$ cat config.mk
export PLATFORM = sky130hd
export DESIGN_NAME = if_prefetch_unit
export DESIGN_NICKNAME = d
export VERILOG_FILES = /design/src/rtl/if_prefetch_unit.sv
export SDC_FILE = /design/constraint.sdc
export NUM_CORES = 1
export LEC_CHECK = 0
export CORE_MARGIN = 1
export CORE_UTILIZATION = 25
export DETAILED_ROUTE_END_ITERATION = 8
export DONT_BUFFER_PORTS = 1
export PLACE_DENSITY_LB_ADDON = 0.2
export RECOVER_POWER = 25
export SLEW_MARGIN = 20
export SYNTH_ARGS = -nofsm -noshare
export SYNTH_HDL_FRONTEND = slang
export SYNTH_SLANG_ARGS = --single-unit
export TNS_END_PERCENT = 1
$ cat constraint.sdc
create_clock -name clk -period 8.5 [get_ports clk]
set_input_delay 1.7 -clock clk [delete_from_list [all_inputs] [get_ports clk]]
set_output_delay 1.7 -clock clk [all_outputs]
set_load 0.1 [all_outputs]
$ cat src/rtl/if_prefetch_unit.sv
// ---------------------------------------------------------------------------
// if_prefetch_unit
// Fetch stage for the five-stage MIPS pipeline. It owns the fetch PC, issues
// requests to instruction memory, and buffers the returned words together
// with their PC in a DEPTH-entry FIFO. ID takes words from the FIFO head
// through a valid/ready handshake. A branch/jump redirect flushes the buffer
// and discards every response that is still in flight.
//
// Ports
//   clk, reset_n                     clock, asynchronous active-low reset
//   redirect, redirect_pc            taken branch/jump and its target
//   imem_req, imem_addr, imem_gnt    request channel to instruction memory
//   imem_rvalid, imem_rdata          in-order response channel
//   inst_valid, inst_ready           FIFO head handshake towards ID
//   inst, inst_pc, inst_pc4          head word, its PC and PC+4
//   fifo_count                       current FIFO occupancy
//   err_resp                         sticky: response with nothing in flight
// ---------------------------------------------------------------------------
module if_prefetch_unit #(
    parameter int                ADDR_W   = 32,
    parameter int                DATA_W   = 32,
    parameter int                DEPTH    = 4,
    parameter logic [ADDR_W-1:0] RESET_PC = '0
) (
    input  logic                   clk,
    input  logic                   reset_n,
    input  logic                   redirect,
    input  logic [ADDR_W-1:0]      redirect_pc,
    output logic                   imem_req,
    output logic [ADDR_W-1:0]      imem_addr,
    input  logic                   imem_gnt,
    input  logic                   imem_rvalid,
    input  logic [DATA_W-1:0]      imem_rdata,
    output logic                   inst_valid,
    input  logic                   inst_ready,
    output logic [DATA_W-1:0]      inst,
    output logic [ADDR_W-1:0]      inst_pc,
    output logic [ADDR_W-1:0]      inst_pc4,
    output logic [$clog2(DEPTH):0] fifo_count,
    output logic                   err_resp
);

    localparam int PW = $clog2(DEPTH);
    localparam int CW = PW + 1;
    localparam int OW = CW + 1;

    logic [ADDR_W-1:0] fetch_pc_r;
    logic [CW-1:0]     inflight_r;
    logic [CW-1:0]     drop_r;
    logic [CW-1:0]     count_r;
    logic [PW-1:0]     wr_ptr_r;
    logic [PW-1:0]     rd_ptr_r;
    logic [PW-1:0]     tag_wr_ptr_r;
    logic [PW-1:0]     tag_rd_ptr_r;
    logic              err_r;

    logic [DATA_W-1:0] data_mem_r [DEPTH];
    logic [ADDR_W-1:0] pc_mem_r   [DEPTH];
    logic [ADDR_W-1:0] tag_mem_r  [DEPTH];

    logic [CW-1:0]     live_s;
    logic [OW-1:0]     occupancy_s;
    logic              imem_req_s;
    logic              issue_s;
    logic              rv_ok_s;
    logic              discard_s;
    logic              push_s;
    logic              pop_s;
    logic              unused_pc_bits_s;

    // The low two bits of the redirect target are forced to zero.
    assign unused_pc_bits_s = ^redirect_pc[1:0];

    // Credit check and per-cycle event decode.
    always_comb begin
        live_s      = inflight_r - drop_r;
        // A request is allowed only if every live response already has a
        // FIFO slot reserved, so a push can never hit a full FIFO.
        occupancy_s = {1'b0, count_r} + {1'b0, live_s};
        imem_req_s  = reset_n & ~redirect
                    & (occupancy_s < OW'(DEPTH))
                    & (inflight_r < CW'(DEPTH));
        issue_s     = imem_req_s & imem_gnt;
        // A response with nothing outstanding is an error and is ignored.
        rv_ok_s     = imem_rvalid & (inflight_r != '0);
        discard_s   = rv_ok_s & (drop_r != '0);
        push_s      = rv_ok_s & ~redirect & (drop_r == '0);
        pop_s       = (count_r != '0) & inst_ready & ~redirect;
    end

    // PC, credit counters, FIFO/tag pointers and error flag.
    always_ff @(posedge clk or negedge reset_n) begin
        if (!reset_n) begin
            fetch_pc_r   <= RESET_PC;
            inflight_r   <= '0;
            drop_r       <= '0;
            count_r      <= '0;
            wr_ptr_r     <= '0;
            rd_ptr_r     <= '0;
            tag_wr_ptr_r <= '0;
            tag_rd_ptr_r <= '0;
            err_r        <= 1'b0;
        end else if (redirect) begin
            // Everything still outstanding after this cycle belongs to the
            // old path and must be dropped on return.
            fetch_pc_r   <= {redirect_pc[ADDR_W-1:2], 2'b00};
            inflight_r   <= inflight_r - CW'(rv_ok_s);
            drop_r       <= inflight_r - CW'(rv_ok_s);
            count_r      <= '0;
            wr_ptr_r     <= '0;
            rd_ptr_r     <= '0;
            tag_wr_ptr_r <= '0;
            tag_rd_ptr_r <= '0;
            err_r        <= err_r | (imem_rvalid & ~rv_ok_s);
        end else begin
            if (issue_s) begin
                fetch_pc_r   <= fetch_pc_r + ADDR_W'(3'd4);
                tag_wr_ptr_r <= tag_wr_ptr_r + PW'(1'b1);
            end else begin
                fetch_pc_r   <= fetch_pc_r;
                tag_wr_ptr_r <= tag_wr_ptr_r;
            end
            if (push_s) begin
                wr_ptr_r     <= wr_ptr_r + PW'(1'b1);
                tag_rd_ptr_r <= tag_rd_ptr_r + PW'(1'b1);
            end else begin
                wr_ptr_r     <= wr_ptr_r;
                tag_rd_ptr_r <= tag_rd_ptr_r;
            end
            if (pop_s) begin
                rd_ptr_r <= rd_ptr_r + PW'(1'b1);
            end else begin
                rd_ptr_r <= rd_ptr_r;
            end
            inflight_r <= inflight_r + CW'(issue_s) - CW'(rv_ok_s);
            drop_r     <= drop_r - CW'(discard_s);
            count_r    <= count_r + CW'(push_s) - CW'(pop_s);
            err_r      <= err_r | (imem_rvalid & ~rv_ok_s);
        end
    end

    // Tag queue and FIFO storage; contents are qualified by the pointers and
    // counters above, so no reset is needed.
    always_ff @(posedge clk) begin
        if (issue_s) begin
            tag_mem_r[tag_wr_ptr_r] <= fetch_pc_r;
        end
        if (push_s) begin
            data_mem_r[wr_ptr_r] <= imem_rdata;
            pc_mem_r[wr_ptr_r]   <= tag_mem_r[tag_rd_ptr_r];
        end
    end

    assign imem_req   = imem_req_s;
    assign imem_addr  = fetch_pc_r;
    assign inst_valid = (count_r != '0);
    assign inst       = data_mem_r[rd_ptr_r];
    assign inst_pc    = pc_mem_r[rd_ptr_r];
    assign inst_pc4   = pc_mem_r[rd_ptr_r] + ADDR_W'(3'd4);
    assign fifo_count = count_r;
    assign err_resp   = err_r;

endmodule
==> results.json <==
{
  "p_seq_share_pct": 38.7,
  "crit_path_frequent_cell": "buf_4",
  "synth_ff_type": "edfxtp_1",
  "start_util_pct": 25.4,
  "place_hpwl_mm": 24.2,
  "rows": 94,
  "via_count": 8297,
  "clock.fmax_mhz": 161,
  "final_nets": 1060,
  "port_buffers": 0,
  "grt_max_degree": 63,
  "place_congestion": 0.733,
  "io-pin-count": 204,
  "drv_cap": 11,
  "fin_crit_ps": 6220,
  "ys_seq_elements": 416,
  "powerDensity_nw_per_um2": 342,
  "yosysSeqAreaShare_pct": 72.9,
  "finalHoldViolations": 0,
  "layout_commonest_cell": "edfxtp_1",
  "p_sw_share_pct": 40.5,
  "max_stage_delay_ps": 900,
  "cp-start-kind": "flop",
  "holdWs_ps": 565,
  "cts_setup_buffers": 0,
  "violations": "design-rule violations, max-capacitance violations, max-slew violations",
  "core-area_sq_um": 66100,
  "drc": 12,
  "synthToLayoutAreaGrowth_pct": 18.2,
  "regArea_sq_um": 12300,
  "pwr-share-clk_pct": 29.5,
  "path_clk_slew_ps": 60,
  "first_iter_violations": 532,
  "clkLatencyLatePin_ps": 570,
  "final_cell_mix": "edfxtp_1 (368), mux4_2 (92), nand2_1 (50)",
  "irDropWorstVdd_uv": 148,
  "synth_warnings": 0,
  "cts_num_sinks": 416,
  "slew_headroom_pct": -12.0,
  "drt-pass1-iter-count": 8,
  "wl_mm": 39.4,
  "tightest_slew_ps": 1680,
  "h-tree-depth": 2,
  "status": "finished with violations",
  "crit_slowest_cell": "dfrtp_4",
  "synth_cell_type_count": 51,
  "worstPathArrival_ps": 4520,
  "cts-root-buf": "clkbuf_16",
  "die_h_um": 261,
  "cp_cell_sequence": "buf_4 -> mux4_2 -> nand3_1 -> nor3_1 -> nand4_1 -> xnor2_2 -> buf_4",
  "fillers": 6514,
  "cts_resized": 0,
  "setup_violations": 0,
  "avgSynthCellArea_sq_um": 18.7,
  "multi_input_area_sq_um": 4470,
  "grt_pass1_wl_mm": 58.4,
  "dieArea_sq_um": 68200,
  "antenna_found_initial": 1,
  "switchingPower_w": 0.00275,
  "post_route_cells_drive_above_1_share_pct": 25.6,
  "required_ps": 6800,
  "netlist_instances": 898,
  "clock_skew_ps": 12.2,
  "ctsHoldBuffers": 0,
  "async_flop_share_pct": 11.5,
  "fin_setup_tns_ps": 0,
  "leakage_nw": 6.43,
  "cp_max_fo": 43,
  "cts_tree": "yes",
  "p_int_w": 0.00405,
  "rsz0062_at_grt": "no",
  "insertedDiodeCount": 0,
  "wire_per_inst_um": 21.1,
  "synth_edf_count": 368,
  "synth_area_sq_um": 16800,
  "routed_via_density": 4.45,
  "min_path_type": "flop to flop",
  "die_w_um": 261,
  "cts_buffer_depth": 3,
  "post-route-period-util_pct": 73.2,
  "overflow": 0,
  "grt_pass1_vias": 8653,
  "cts_made_buffers": 48,
  "p_comb_share_pct": 31.8,
  "grt_util_all_layers_pct": 11.6,
  "drv_slew": 100,
  "antenna_left": 0,
  "end_kind": "output pin",
  "crit_type": "flop to output pin"
}
-- per-layer routing --
layer	track usage [%]	part of all wire, %
met1	15.7	45
met2	18.0	46
met3	3.14	6.8
met4	3.67	2.2
met5	0	0
-- critical path, delay by kind of cell, from the launching register on --
kind / cells / cell delay, ps
simple gates: 3 / 1260
flops: 1 / 900
buf+inv: 2 / 780
mux: 1 / 730
xor+xnor: 1 / 200
-- synth_stat cells (3+ instances only) --
cell / number / area, sq um
nor2b_1: 4 / 25.0
buf_1: 6 / 22.5
buf_4: 8 / 60.1
a21o_1: 4 / 30.0
xor2_1: 12 / 105
o31ai_1: 3 / 22.5
and3_1: 8 / 50.1
edfxtp_1: 368 / 11100
a21oi_1: 6 / 30.0
o311ai_0: 9 / 78.8
and2_1: 10 / 62.6
nand2_1: 50 / 188
xnor2_1: 31 / 272
mux4_2: 92 / 2070
dfrtp_1: 48 / 1200
fa_1: 3 / 60.1
mux2i_1: 4 / 40.0
and4_1: 5 / 43.8
buf_2: 9 / 45.0
inv_1: 27 / 101
o21ai_0: 25 / 125
nand3_1: 21 / 105
clkbuf_1: 21 / 78.8
o211ai_1: 6 / 45.0
nand4_1: 20 / 125
nor2_1: 22 / 82.6
nor4_1: 6 / 37.5
nor3_1: 8 / 40.0
a31oi_1: 6 / 37.5
ha_1: 21 / 263
a221o_1: 6 / 60.1
-- through the flow --
step / instances / utilization (%) / worst slack (ps) / area [sq um] / power, W
final: 1864 / 30.0 / 2280 / 19900 / 0.00680
after global routing: 1864 / 30.0 / 1900 / 19900 / 0.00708
after CTS: 1863 / 30.1 / 1770 / 19900 / 0.00691
after detailed placement: 1779 / 27.8 / 2410 / 18400 / 0.00487
after global placement: 1779 / 27.8 / 2470 / 18400 / 0.00486
after floorplan: 903 / - / 1780 / 16800 / 0.00446
-- registers in the layout, indices dropped and copies added, names as in the netlist --
name / cells
rd_ptr_r: 2
wr_ptr_r: 2
tag_rd_ptr_r: 2
tag_wr_ptr_r: 2
data_mem_r: 128
imem_addr: 30
tag_mem_r: 120
pc_mem_r: 120
drop_r: 3
fifo_count: 3
err_resp: 1
inflight_r: 3
-- area by class of cell --
cell class | instances | area share, %
well taps | 864 | 5.44
multi-input cells | 413 | 22.5
repair buffers | 59 | 2.13
flip-flops and latches | 416 | 61.7
inverters | 28 | 0.529
clock buffers | 63 | 6.59
clock inverters | 21 | 1.08
-- power groups by stage --
stage               clock, W  sequential [W]  combinational [W]
floorplan                  0         0.00269            0.00176
global placement           0         0.00270            0.00216
detailed placement         0         0.00270            0.00217
CTS                  0.00208         0.00266            0.00217
global route         0.00215         0.00265            0.00227
finish               0.00201         0.00263            0.00216
-- worst paths after layout --
check                               from  cells after the start                to  slack [ps]
hold / removal             imem_addr[23]                      0  tag_mem_r[2][23]         570
hold reg to reg            imem_addr[23]                      0  tag_mem_r[2][23]         570
setup reg to reg           inflight_r[0]                     16     inflight_r[2]        3740
max in group asynchronous        reset_n                      0       rd_ptr_r[1]        7510
setup / recovery             rd_ptr_r[1]                      7      inst_pc4[31]        2280
min in group asynchronous        reset_n                      0     imem_addr[26]         830
-- logic make-up (layout without fill, tap and decap cells) --
| kind of cell | count (synthesis) | count (layout) | share of synthesized area [%] |
|---|---|---|---|
| AO/OA/AOI/OAI | 70 | 70 | 2.77 |
| adder cells (fa/ha/maj) | 24 | 24 | 1.92 |
| buffers and inverters | 74 | 171 | 1.99 |
| AND/OR/NAND/NOR | 172 | 172 | 5.44 |
| XOR/XNOR | 43 | 43 | 2.24 |
| other | 1 | 6 | 0.0223 |
| multiplexers | 98 | 98 | 12.7 |
| flip-flops | 416 | 416 | 72.9 |
Power figures use the tool's default switching activity.
